===== src/rtl/wu_fetch_engine.sv =====
// wu_fetch_engine: streams WU memory words into a credit-limited prefetch FIFO for a downstream consumer.
module wu_fetch_engine #(
    parameter int ADDR_W     = 16,
    parameter int DATA_W     = 64,
    parameter int FIFO_DEPTH = 4,
    parameter int RD_LAT     = 1,
    parameter int EOW_BIT    = DATA_W - 1
) (
    input  logic              clk,
    input  logic              reset_poweron,
    input  logic              mcntl__wuf__enable,
    input  logic [ADDR_W-1:0] mcntl__wuf__start_addr,
    input  logic [ADDR_W-1:0] mcntl__wuf__num_words,
    input  logic              xxx__wuf__stall,
    output logic              wuf__wum__read,
    output logic [ADDR_W-1:0] wuf__wum__addr,
    input  logic [DATA_W-1:0] wum__wuf__data,
    output logic              wuf__xxx__valid,
    output logic [DATA_W-1:0] wuf__xxx__data,
    input  logic              xxx__wuf__ready,
    output logic              wuf__mcntl__busy,
    output logic              wuf__mcntl__done
);
    localparam int PW = $clog2(FIFO_DEPTH);
    localparam int CW = PW + 1;

    typedef enum logic [1:0] {IDLE, FETCH, DRAIN} state_t;

    state_t              state, state_n;
    logic [ADDR_W-1:0]   next_addr;
    logic [ADDR_W-1:0]   remaining;
    logic                marker;
    logic [RD_LAT-1:0]   pipe;
    logic [CW-1:0]       outstanding;
    logic [CW-1:0]       occ;
    logic [PW-1:0]       wr_ptr;
    logic [PW-1:0]       rd_ptr;
    logic [DATA_W-1:0]   mem [FIFO_DEPTH];
    logic                issue;
    logic                arrive;
    logic                wr;
    logic                pop;
    logic                eow;
    logic                credit;
    logic                limit_ok;

    // A return is expected RD_LAT cycles after each registered read strobe.
    assign arrive   = pipe[RD_LAT-1];
    // Outstanding reads plus buffered words may never exceed the buffer size.
    assign credit   = (outstanding + occ) < CW'(FIFO_DEPTH);
    // In marker mode everything returning after the marker (i.e. in DRAIN) is dropped.
    assign wr       = arrive && (state == FETCH || (state == DRAIN && !marker));
    assign eow      = wr && marker && wum__wuf__data[EOW_BIT];
    assign limit_ok = marker ? !eow : remaining != '0;
    assign issue    = state == FETCH && !xxx__wuf__stall && credit && limit_ok;
    assign pop      = wuf__xxx__valid && xxx__wuf__ready;

    assign wuf__xxx__valid  = occ != '0;
    assign wuf__xxx__data   = wuf__xxx__valid ? mem[rd_ptr] : '0;
    assign wuf__mcntl__done = state == DRAIN && outstanding == '0 && occ == '0;
    assign wuf__mcntl__busy = state != IDLE && !wuf__mcntl__done;

    // Next-state: start on enable, stop issuing at the count limit or marker, finish once drained.
    always_comb begin
        state_n = state;
        unique case (state)
            IDLE:    if (mcntl__wuf__enable) state_n = FETCH;
            FETCH:   if (marker ? eow : (issue && remaining == ADDR_W'(1))) state_n = DRAIN;
            DRAIN:   if (wuf__mcntl__done) state_n = IDLE;
            default: state_n = IDLE;
        endcase
    end

    // Control state, read issue, address generation and in-flight tracking.
    always_ff @(posedge clk or posedge reset_poweron) begin
        if (reset_poweron) begin
            state          <= IDLE;
            next_addr      <= '0;
            remaining      <= '0;
            marker         <= 1'b0;
            wuf__wum__read <= 1'b0;
            wuf__wum__addr <= '0;
            pipe           <= '0;
            outstanding    <= '0;
        end else begin
            state          <= state_n;
            wuf__wum__read <= issue;
            pipe           <= (pipe << 1) | RD_LAT'(wuf__wum__read);
            outstanding    <= outstanding + CW'(issue) - CW'(arrive);
            if (state == IDLE && mcntl__wuf__enable) begin
                next_addr <= mcntl__wuf__start_addr;
                remaining <= mcntl__wuf__num_words;
                marker    <= mcntl__wuf__num_words == '0;
            end
            if (issue) begin
                wuf__wum__addr <= next_addr;
                next_addr      <= next_addr + ADDR_W'(1);
                remaining      <= remaining - ADDR_W'(1);
            end
        end
    end

    // Prefetch FIFO pointers and occupancy; write and pop may coincide.
    always_ff @(posedge clk or posedge reset_poweron) begin
        if (reset_poweron) begin
            wr_ptr <= '0;
            rd_ptr <= '0;
            occ    <= '0;
        end else begin
            if (wr) wr_ptr <= wr_ptr + PW'(1);
            if (pop) rd_ptr <= rd_ptr + PW'(1);
            occ <= occ + CW'(wr) - CW'(pop);
        end
    end

    // FIFO storage; contents are only visible while valid, so no reset is needed.
    always_ff @(posedge clk) begin
        if (wr) mem[wr_ptr] <= wum__wuf__data;
    end
endmodule


===== config.mk =====
export PLATFORM = sky130hd
export DESIGN_NAME = wu_fetch_engine
export DESIGN_NICKNAME = d
export VERILOG_FILES = /design/src/rtl/wu_fetch_engine.sv
export SDC_FILE = /design/constraint.sdc
export NUM_CORES = 1
export LEC_CHECK = 0
export CORE_MARGIN = 8
export CORE_UTILIZATION = 55
export CTS_CLUSTER_DIAMETER = 40
export DETAILED_ROUTE_END_ITERATION = 12
export PLACE_DENSITY = 0.81
export SKIP_LAST_GASP = 1
export SYNTH_ARGS = -nofsm -noshare
export SYNTH_HDL_FRONTEND = slang
export SYNTH_SLANG_ARGS = --single-unit

===== constraint.sdc =====
create_clock -name clk -period 7.1 [get_ports clk]
set_input_delay 1.42 -clock clk [delete_from_list [all_inputs] [get_ports clk]]
set_output_delay 1.42 -clock clk [all_outputs]
set_load 0.01 [all_outputs]

After elaboration in Yosys (flattened, before gate mapping)

Memories as Yosys holds them, arrays and structs flattened.
Index checks and enable logic that the tools add are counted.

Register bits: 63
Output and inout bits: 84
Bits in writable memories: 256
Memories kept: 1
Word-level logic and storage cells: 68

Add/sub/neg operators: 9
Eq/ne operators: 6
Mux-type cells: 13
Reduce and logical (&&, ||, !) cells: 27
$lt $le $gt $ge: 1

Memory list:

| name | depth | width | read ports | clocked after Yosys merged registers in | wr ports | RTL line | RTL |
|---|---|---|---|---|---|---|---|
| mem  | 4     | 64    | 1          | 0                                       | 1        | 38       | `logic [DATA_W-1:0] mem [FIFO_DEPTH];` |

Operator list:

| operator                                             | number |
|---|---|
| two-way mux 16 bit                                   | 4 |
| two-way mux 64 bit                                   | 1 |
| adder 16 x 1 -> 16 bit, second input constant        | 1 |
| equality test 16 x 1 -> 1 bit, second input constant | 1 |
| zero test 16 bit                                     | 1 |
| nonzero test 16 bit                                  | 1 |
| subtractor 16 x 1 -> 16 bit, second input constant   | 1 |
| logical AND 1 bit                                    | 13 |
| adder 3 x 1 -> 3 bit                                 | 2 |
| zero test 3 bit                                      | 2 |
| two-way mux 2 bit                                    | 3 |
| case mux 2 bit (3 select lines)                      | 1 |
| subtractor 3 x 1 -> 3 bit                            | 2 |
| adder 2 x 1 -> 2 bit, second input constant          | 2 |
| zero test 1 bit                                      | 4 |
| two-way mux 1 bit                                    | 4 |
| != test 2 bit, second input constant                 | 2 |
| nonzero test 2 bit                                   | 2 |
| adder 3 bit                                          | 1 |
| less-than comparator 3 bit, second input constant    | 1 |
| AND reduction 3 bit                                  | 1 |
| nonzero test 3 bit                                   | 1 |
| equality test 2 x 1 -> 1 bit, second input constant  | 1 |
| equality test 2 bit, second input constant           | 1 |
| other kinds (3)                                      | 3 |

Logic depth before layout (Yosys ltp)

Gate-level depths: netlist of the first run.

Depth in word-level cells: 13
Gate-level depth with buffers: 15
Depth with buffers taken out: 13

Least setup slack after synthesis of the first run

Ideal clock, no wire load.

Path type: in2reg
Start point: input port wum__wuf__data[63]
End point: register outstanding[2]
Data arrival time: 3672 ps
Data required time: 6977 ps
Setup slack: 3305 ps
Stages on the path: 14
Library setup time: 123 ps
Path buffers: 2
Cell sequence: nand3_1 nand2_1 or3_1 nor2_2 clkinv_2 buf_6 buf_4 ha_1 inv_1 ha_1 inv_1 fa_1 xnor2_1 xnor2_1

Cells in the longest elaborated chain, start to end: 6

Ends and longest elaborated chain:

| element                   | RTL line | RTL |
|---|---|---|
| from (decl)               | 17       | `input logic [DATA_W-1:0] wum__wuf__data,` |
| logical AND 1 bit         | 53       | `assign eow = wr && marker && wum__wuf__data[EOW_BIT];` |
| zero test 1 bit           | 54       | `assign limit_ok = marker ? !eow : remaining != '0;` |
| two-way mux 1 bit         | 54       |  |
| logical AND 1 bit         | 55       | `assign issue = state == FETCH && !xxx__wuf__stall && credit && limit_ok;` |
| adder 3 x 1 -> 3 bit      | 89       | `outstanding <= outstanding + CW'(issue) - CW'(arrive);` |
| subtractor 3 x 1 -> 3 bit | 89       |  |
| to (signal assigned)      | 89       |  |
| to (decl)                 | 34       | `logic [CW-1:0] outstanding;` |

No other way between the ends.
A chain may end at the register's enable or synchronous reset.

Worst setup path after layout of the first run

Start point: register rd_ptr[0]
End point: output port wuf__xxx__data[6]

Cells in the longest elaborated chain, start to end: 2

Ends and longest elaborated chain:

| element                | RTL line | RTL |
|---|---|---|
| from (decl)            | 37       | `logic [PW-1:0] rd_ptr;` |
| from (signal assigned) | 111      | `if (pop) rd_ptr <= rd_ptr + PW'(1);` |
| memory (4 x 64 bit)    | n/a      |  |
| two-way mux 64 bit     | 59       | `assign wuf__xxx__data = wuf__xxx__valid ? mem[rd_ptr] : '0;` |
| to (decl)              | 19       | `output logic [DATA_W-1:0] wuf__xxx__data,` |

No other way between the ends.

==> results of run 1 <==
[cells by family after synthesis]
kind of cell,after synthesis,share of synthesized area
adders and majority gates,14,0.01478
AOI/OAI and AO/OA,73,0.04210
DFF,319,0.7199
muxes,64,0.1120
and+or+nand+nor,217,0.08877
xor gates and xnor gates,9,0.006126
buffers and inverters,51,0.01633
[synthesized netlist by cell type (all sizes together) (7+ instances only)]
cell type	count
edfxtp	256
nand2	74
and2	71
mux4	64
dfrtp	63
clkbuf	19
nor2	19
inv	16
buf	15
o211ai	13
ha	12
o21ai	12
nand3	9
or3	9
a21oi	8
nand4	7
nor3	7
nor4	7
[worst reg2reg max path: cells and delay by family (launching register included)]
family / cells / cell delay, ns
simple gates: 2 / 0.57
xor+xnor: 3 / 0.44
flops: 1 / 0.44
buf+inv: 4 / 0.91
fa+ha+maj: 4 / 1.27
compound gates: 1 / 0.19
[per-stage QoR]
step	util	total power [mW]	std cells	area [um^2]
after global placement	0.6490	5.220	1226	15050
after detailed placement	0.6490	5.286	1226	15050
after CTS	0.7091	7.401	1298	16450
after floorplan	-	4.191	747	12870
after global routing	0.7091	7.687	1298	16450
final	0.7091	7.305	1298	16450
[cell type report]
| cell class | count | share of cell area |
|---|---|---|
| clock inverters | 29 | 0.02328 |
| flip-flops and latches | 319 | 0.5636 |
| inverters | 17 | 0.003956 |
| well taps | 319 | 0.02427 |
| clock buffers | 43 | 0.06155 |
| repair buffers | 194 | 0.1166 |
| multi-input cells | 377 | 0.2068 |
[power breakdown]
part | switching [mW] | internal [mW] | total (mW)
clock network | 0.779 | 1.30 | 2.08
logic | 1.16 | 1.34 | 2.50
registers | 0.305 | 2.42 | 2.73
total | 2.24 | 5.07 | 7.31
[state kept, by name (all words and copies together) (netlist names)]
register        flops
arrive              1
marker              1
mem               256
next_addr          16
occ                 3
outstanding         3
rd_ptr              2
remaining          16
state               2
wr_ptr              2
wuf__wum__addr     16
wuf__wum__read      1
[layout by cell type, fill, tap and decap left out, types with 4 or more instances in the layout]
cell type        netlist  routed
edfxtp_1             256     256
clkdlybuf4s50_1        0     184
nand2_1               74      74
and2_1                71      67
mux4_2                64      64
dfrtp_1               63      61
clkbuf_16              0      40
nor2_1                18      18
inv_1                 16      15
o211ai_1              13      13
ha_1                  12      12
o21ai_0               10      10
buf_4                  1      10
nand3_1                9       9
or3_1                  9       8
clkinv_4               0       8
nor3_1                 7       7
nand4_1                7       7
a21oi_1                7       7
bufinv_16              0       7
xnor2_1                6       6
nor4_1                 6       6
o311ai_0               6       6
o221a_2                5       5
a22oi_1                4       4
clkinv_2               1       4
a221o_1                4       4
and2_2                 0       4
[how the worst max path moves through the flow]
stage	from	to	slack, ns
6_report	rd_ptr[0]	wuf__xxx__data[6]	2.36
5_1_grt	rd_ptr[0]	wuf__xxx__data[26]	2.09
4_1_cts	rd_ptr[0]	wuf__xxx__data[24]	2.22
3_5_place_dp	wum__wuf__data[63]	outstanding[2]	2.18
3_3_place_gp	wum__wuf__data[63]	outstanding[2]	2.30
2_1_floorplan	wum__wuf__data[63]	outstanding[2]	3.30
[routing by layer]
metal | GRT usage | vias to the layer above | routed length (um)
met4 | 0.05163 | 2 | 483
met1 | 0.2517 | 3659 | 11380
met2 | 0.3118 | 278 | 13240
li1 | - | 3319 | -
met3 | 0.05031 | 45 | 2108
met5 | 0 | - | 13
==> flow_summary.yaml, run 1 <==
yosys:
  synth-edff-count: 256
  ys_seq_area_frac: 0.7199
  synth.area.top_cells: "edfxtp_1 (60%), dfrtp_1 (12%), mux4_2 (11%)"
  synth_top_area_share: 0.5974
  yosys_warnings: 0
  syn_inst: 747
  synth_cell_types: 52
  synth.cell_area_mm2: 0.01287
  async_reset_ff_frac: 0.1975
  syn_nets: 862
  syn_area_per_cell_um2: 17.23
  ys_ff_latch: 319
  synth_top_area_cell: "edfxtp_1"
  synthFlopType: "edfxtp_1"
worst_setup_path:
  reg2reg_depth: 14
  cp_num_buf_inv: 2
  reg2reg_from: "outstanding[1]"
  worstReg2RegEnd: "outstanding[2]"
  path_max_fanout: 48
  r2r_slack_ns: 3.20
  required_ns: 5.68
  crit_path_cell_trace: "buf_4 > mux4_2 > and2_1 > clkdlybuf4s50_1"
  max_stage_delay_ns: 1.05
  end_kind: "output pin"
  cp_slowest_cell: "dfrtp_4"
  startpoint_type: "flop"
  cp_top_family: "flip-flops"
  arrival_ns: 3.32
  crit_type: "reg2out"
  cp.depth: 4
sta:
  timing.hold.ws_ns: 0.4322
  tightest_slew_ns: 0.9980
  finalMaxSlewViolations: 0
  max_freq_ghz: 0.2110
  finalHoldViolCount: 0
  min_period_ns: 4.740
  relSlewSlack: 0.3330
  setup_ws_ns: 2.360
  setup_tns_ns: 0
  rsz0062_at_grt: "no"
  fin_worst_skew_ns: 0.01272
  post-route-period-util: 0.6676
  setup_violations: 0
layout:
  fillerInstances: 1449
  antenna_cells: 0
  seqCellArea_mm2: 0.009269
  drive_above_1_share: 0.1675
  fin_nets: 1063
  areaGrowthSynthToFinish_pct: 27.80
  multi_input_comb_area_mm2: 0.003401
worst_hold_path:
  hp-start: "wuf__wum__read"
  whs_path_depth: 0
  min_to: "arrive"
  hold_path.class: "reg2reg"
place:
  hpwlAfterDp_um: 16890
  pre_cts_ws_ns: 2.184
  gp_congestion: 0.8605
  portBuffers: 184
status:
  status: "finished, final reports clean"
floorplan:
  row_count: 56
  io-pin-count: 185
  die_y_um: 169.0
  initial_core_util: 0.5549
  dieArea_mm2: 0.02855
  die_w_um: 169.0
  coreArea_mm2: 0.02319
route:
  postRouteAntennaNets: 0
  avgViaCountPerCell: 5.626
  wirelength_um: 27220
  wl_per_cell_um: 20.97
  dr.pass1.iters: 4
  via_count: 7303
  dr.first_iter.drc_count: 613
  remaining_drc_errors: 0
clocking:
  clkTransAtPathRegs_ns: 0.06
  cts_hold_buf: 0
  clkLatencyLatePin_ns: 0.52
  cts_sinks: 319
  cts_setup_buffers: 0
  cts-buffers-inserted: 39
  cts_tree: "built"
  clock-root-buffer: "clkbuf_16"
  htree_levels: 2
  post_cts_resized: 0
  cts_max_path_buffers: 3
job:
  cap_violations: 0
power_and_ir_drop:
  peakVddDrop_mv: 0.2469
  leakagePower_nw: 5.708
  p_per_area_mw_per_mm2: 444.2
global_routing:
  grt_overflow_total: 0
  track_usage: 0.1911
  grt_pass1_wl_um: 42550
  antenna_found_initial: 1
  grt_max_degree: 67
  first_global_vias: 7627
Power figures use the tool's default switching activity.
==> run 2: changes to the inputs <==
--- a/config.mk
+++ b/config.mk
@@ -6,10 +6,10 @@
 export NUM_CORES = 1
 export LEC_CHECK = 0
 export CORE_MARGIN = 8
-export CORE_UTILIZATION = 55
+export CORE_UTILIZATION = 54
 export CTS_CLUSTER_DIAMETER = 40
 export DETAILED_ROUTE_END_ITERATION = 12
-export PLACE_DENSITY = 0.81
+export PLACE_DENSITY = 0.79
 export SKIP_LAST_GASP = 1
 export SYNTH_ARGS = -nofsm -noshare
 export SYNTH_HDL_FRONTEND = slang
==> constraint.sdc (replaced) <==
create_clock -name clk -period 4.4 [get_ports clk]
set_input_delay 0.88 -clock clk [delete_from_list [all_inputs] [get_ports clk]]
set_output_delay 0.88 -clock clk [all_outputs]
set_load 0.01 [all_outputs]
==> flow_summary.yaml, run 2 (synthesis results as in run 1) <==
status:
  status: "finished, final reports clean"
power_and_ir_drop:
  intPower_mw: 8.207
  power_mw: 11.81
  power_switching_mw: 3.603
  power.share.sequential: 0.364
  switching_share: 0.3051
  leakagePower_nw: 5.740
  peakVddDrop_mv: 0.4343
  power_frac_comb: 0.356
  p_clk_frac: 0.280
  p_per_area_mw_per_mm2: 715.2
clocking:
  clock-root-buffer: "clkbuf_16"
  cts-buffers-inserted: 38
  cts_max_path_buffers: 3
  cts_tree: "built"
  htree_levels: 2
  cts_sinks: 319
  clkTransAtPathRegs_ns: 0.06
  cts_hold_buf: 0
  clkLatencyLatePin_ns: 0.52
  cts_setup_buffers: 0
  post_cts_resized: 0
worst_setup_path:
  max_stage_delay_ns: 0.61
  end_kind: "output pin"
  arrival_ns: 2.75
  required_ns: 3.52
  crit_path_cell_trace: "buf_4 > mux4_2 > and2_1 > clkdlybuf4s50_1"
  crit_type: "reg2out"
  cp_slowest_cell: "dfrtp_4"
  startpoint_type: "flop"
  path_max_fanout: 16
layout:
  largest_register: "mem"
  fin_nets: 1068
  mostFrequentLayoutCells: "edfxtp_1 (256), clkdlybuf4s50_1 (184), nand2_1 (74)"
  final_common_cell: "edfxtp_1"
  areaGrowthSynthToFinish_pct: 28.32
  drive_above_1_share: 0.1711
  largest_reg_flops: 256
sta:
  min_period_ns: 3.630
  setup_violations: 0
  timing.hold.ws_ns: 0.4219
  post-route-period-util: 0.8251
  finalHoldViolCount: 0
  setup_tns_ns: 0
  relSlewSlack: 0.4058
  fin_worst_skew_ns: 0.01989
  finalMaxSlewViolations: 0
  max_freq_ghz: 0.2755
  tightest_slew_ns: 0.8913
  rsz0062_at_grt: "no"
global_routing:
  grt_max_degree: 67
  track_usage: 0.1928
  antenna_found_initial: 3
  grt_overflow_total: 0
  use_met3: 0.04425
  busiest_layer: "met2"
  use_met2: 0.3310
  grt_pass1_wl_um: 43080
  first_global_vias: 7739
  grtUsageMet1: 0.2441
route:
  wl_per_cell_um: 21.36
  postRouteAntennaNets: 0
  remaining_drc_errors: 0
  dr.first_iter.drc_count: 505
  dr.pass1.iters: 5
  via_count: 7378
  wirelength_um: 27810
  avgViaCountPerCell: 5.667
job:
  cap_violations: 0
floorplan:
  io-pin-count: 185
  dieArea_mm2: 0.02903
  coreArea_mm2: 0.02340
  initial_core_util: 0.5499
  die_y_um: 170.4
  row_count: 56
  die_w_um: 170.4
place:
  portBuffers: 184
  gp_congestion: 0.8310
  hpwlAfterDp_um: 17510
worst_hold_path:
  hold_path.class: "reg2reg"
## run 2: cell count changes in the layout (fill, tap and decap cells not counted), sizes merged
cell	previous run	this run
clkinv	16	15
buf	10	16
clkbuf	43	41
diode	0	1
## run 2: per-layer routing
layer	vias to the layer above	part of all wire
met5	-	0.00072
met4	4	0.014
met3	36	0.070
met2	262	0.51
met1	3745	0.41
li1	3331	-
## run 2: path summary, 6_finish.rpt
kind	slack, ns	end	cells after the start	start
setup / recovery	0.77	wuf__xxx__data[0]	4	rd_ptr[0]
hold / removal	0.42	arrive	0	wuf__wum__read
setup reg to reg	1.29	outstanding[2]	12	remaining[5]
hold reg to reg	0.42	arrive	0	wuf__wum__read
max in group asynchronous	2.99	rd_ptr[0]	3	reset_poweron
min in group asynchronous	0.73	wuf__wum__addr[1]	2	reset_poweron
## run 2: stage by stage
| step | setup WS, ns | utilization | cell area (um^2) | std cells |
|---|---|---|---|---|
| after floorplan | 1.114 | - | 12870 | 747 |
| after global placement | 0.9559 | 0.6467 | 15130 | 1232 |
| after detailed placement | 0.8998 | 0.6467 | 15130 | 1232 |
| after CTS | 0.6903 | 0.7055 | 16510 | 1301 |
| after global routing | 0.6294 | 0.7056 | 16510 | 1302 |
| final | 0.7697 | 0.7056 | 16510 | 1302 |
## run 2: power by group through the flow
stage | Sequential, mW | Combinational (mW) | Clock, mW
finish | 4.30 | 4.21 | 3.30
detailed placement | 4.34 | 4.26 | 0
global placement | 4.32 | 4.19 | 0
floorplan | 4.22 | 2.55 | 0
global route | 4.36 | 4.56 | 3.50
CTS | 4.30 | 4.29 | 3.37
## run 2: area by class of cell
cell class | instances | area, um^2
fill | 1520 | 6889
timing repair buffer | 200 | 1999
multi-input combinational | 377 | 3401
inverter | 17 | 65.06
tap | 319 | 399.1
clock inverter | 28 | 384.1
antenna | 1 | 2.502
clock buffer | 41 | 993.5
sequential | 319 | 9269
## run 2: critical path, delay by kind of cell (launching register included)
| kind | cells | cell delay (ns) |
|---|---|---|
| buf+inv | 2 | 0.88 |
| flops | 1 | 0.61 |
| mux | 1 | 0.55 |
| simple gates | 1 | 0.19 |
==> run 3: changes to the inputs <==
--- a/config.mk
+++ b/config.mk
@@ -6,10 +6,10 @@
 export NUM_CORES = 1
 export LEC_CHECK = 0
 export CORE_MARGIN = 8
-export CORE_UTILIZATION = 54
+export CORE_UTILIZATION = 49
 export CTS_CLUSTER_DIAMETER = 40
 export DETAILED_ROUTE_END_ITERATION = 12
-export PLACE_DENSITY = 0.79
+export PLACE_DENSITY = 0.76
 export SKIP_LAST_GASP = 1
 export SYNTH_ARGS = -nofsm -noshare
 export SYNTH_HDL_FRONTEND = slang
==> constraint.sdc (replaced) <==
create_clock -name clk -period 3.18 [get_ports clk]
set_input_delay 0.636 -clock clk [delete_from_list [all_inputs] [get_ports clk]]
set_output_delay 0.636 -clock clk [all_outputs]
set_load 0.01 [all_outputs]
==> flow_summary.yaml, run 3 (synthesis results as in run 1) <==
sta:
  post-route-period-util: 0.9725
  max_freq_ghz: 0.3234
  setup_violations: 0
  setup_ws_ns: 0.08750
  min_period_ns: 3.093
  setup_tns_ns: 0
  tightest_slew_ns: 0.5839
  finalMaxSlewViolations: 0
  relSlewSlack: 0.6107
  timing.hold.ws_ns: 0.3886
  finalHoldViolCount: 0
  fin_worst_skew_ns: 0.01756
  rsz0062_at_grt: "yes"
layout:
  largest_reg_flops: 256
  utilization: 0.6473
  mostFrequentLayoutCells: "edfxtp_1 (256), clkdlybuf4s50_1 (182), nand2_1 (74)"
  largest_register: "mem"
  final_common_cell: "edfxtp_1"
  fin_nets: 1086
  areaGrowthSynthToFinish_pct: 30.33
  drive_above_1_share: 0.1834
route:
  wl_per_cell_um: 20.78
  via_count: 7425
  avgViaCountPerCell: 5.545
  remaining_drc_errors: 0
  wirelength_um: 27830
  dr.pass1.iters: 5
  postRouteAntennaNets: 0
  dr.first_iter.drc_count: 410
clocking:
  clkTransAtPathRegs_ns: 0.06
  htree_levels: 2
  cts-buffers-inserted: 40
  cts_tree: "built"
  clock-root-buffer: "clkbuf_16"
  cts_max_path_buffers: 3
  cts_sinks: 319
  clkLatencyLatePin_ns: 0.51
place:
  hpwlAfterDp_um: 18180
  gp_congestion: 0.8305
  pre_cts_ws_ns: 0.06568
  portBuffers: 184
power_and_ir_drop:
  p_per_area_mw_per_mm2: 993.2
  leakagePower_nw: 5.864
  peakVddDrop_mv: 0.6166
worst_setup_path:
  path_max_fanout: 24
  cp_slowest_cell: "mux4_2"
  end_kind: "output pin"
  arrival_ns: 2.46
  cp_num_buf_inv: 2
  reg2reg_from: "remaining[6]"
  crit_type: "reg2out"
  required_ns: 2.54
  crit_path_cell_trace: "buf_12 > mux4_2 > and2_1 > clkdlybuf4s50_1"
  startpoint_type: "flop"
  cp_top_family: "buffers and inverters"
  max_stage_delay_ns: 0.54
  critPathLaunch: "rd_ptr[0]"
global_routing:
  track_usage: 0.1779
  first_global_vias: 7833
  antenna_found_initial: 1
  grt_pass1_wl_um: 43970
  grt_max_degree: 67
  grt_overflow_total: 0
worst_hold_path:
  hp-start: "wuf__wum__read"
  hold_path.class: "reg2reg"
floorplan:
  coreArea_mm2: 0.02591
  row_count: 59
  io-pin-count: 185
  initial_core_util: 0.4966
  die_y_um: 178.1
  dieArea_mm2: 0.03170
  die_w_um: 178.1
status:
  status: "finished, final reports clean"
job:
  cap_violations: 0
==> run 3: repair_timing <==
action	in CTS	in global routing
gates resized for setup	5	0
hold buffers	0	0
pin swaps	0	1
endpoints found under the setup margin	46	6
cloned	0	0
setup buffers	2	1
==> run 3: power breakdown <==
part	switching (mW)	total [mW]	leakage [nW]	internal, mW
combinational	2.85	6.09	2.11	3.24
sequential	0.449	5.85	3.07	5.40
clock	1.71	4.71	0.679	3.00
==> run 3: worst paths after layout <==
kind | cells past startpoint | slack (ns) | to
min | 0 | 0.39 | arrive
max in group asynchronous | 3 | 2.23 | rd_ptr[0]
max | 4 | 0.09 | wuf__xxx__data[55]
min reg2reg | 0 | 0.39 | arrive
max reg2reg | 12 | 0.14 | outstanding[2]
min in group asynchronous | 3 | 0.53 | next_addr[4]
==> run 3: area by class of cell <==
cell class	instances	area, um^2
repair buffers	216	2183
diodes	1	2.502
fillers	1800	9140
clock buffers	47	1070
clock inverters	27	349.1
inverters	17	65.06
multi-input cells	377	3413
flip-flops and latches	319	9269
well taps	335	419.2
==> run 3: routing by layer <==
metal	vias to the layer above	GRT usage	wire [um]
li1	3375	-	-
met1	3736	0.2286	11280
met2	278	0.3009	13960
met3	36	0.04086	2148
met4	0	0.04759	437
met5	-	0	0
==> run 3: metrics by stage <==
stage	cells	instance area, um^2	power, mW
final	1339	16770	16.66
after global routing	1339	16770	17.55
after CTS	1337	16760	16.90
after detailed placement	1261	15320	12.10
after global placement	1261	15320	11.98
after floorplan	747	12870	9.358
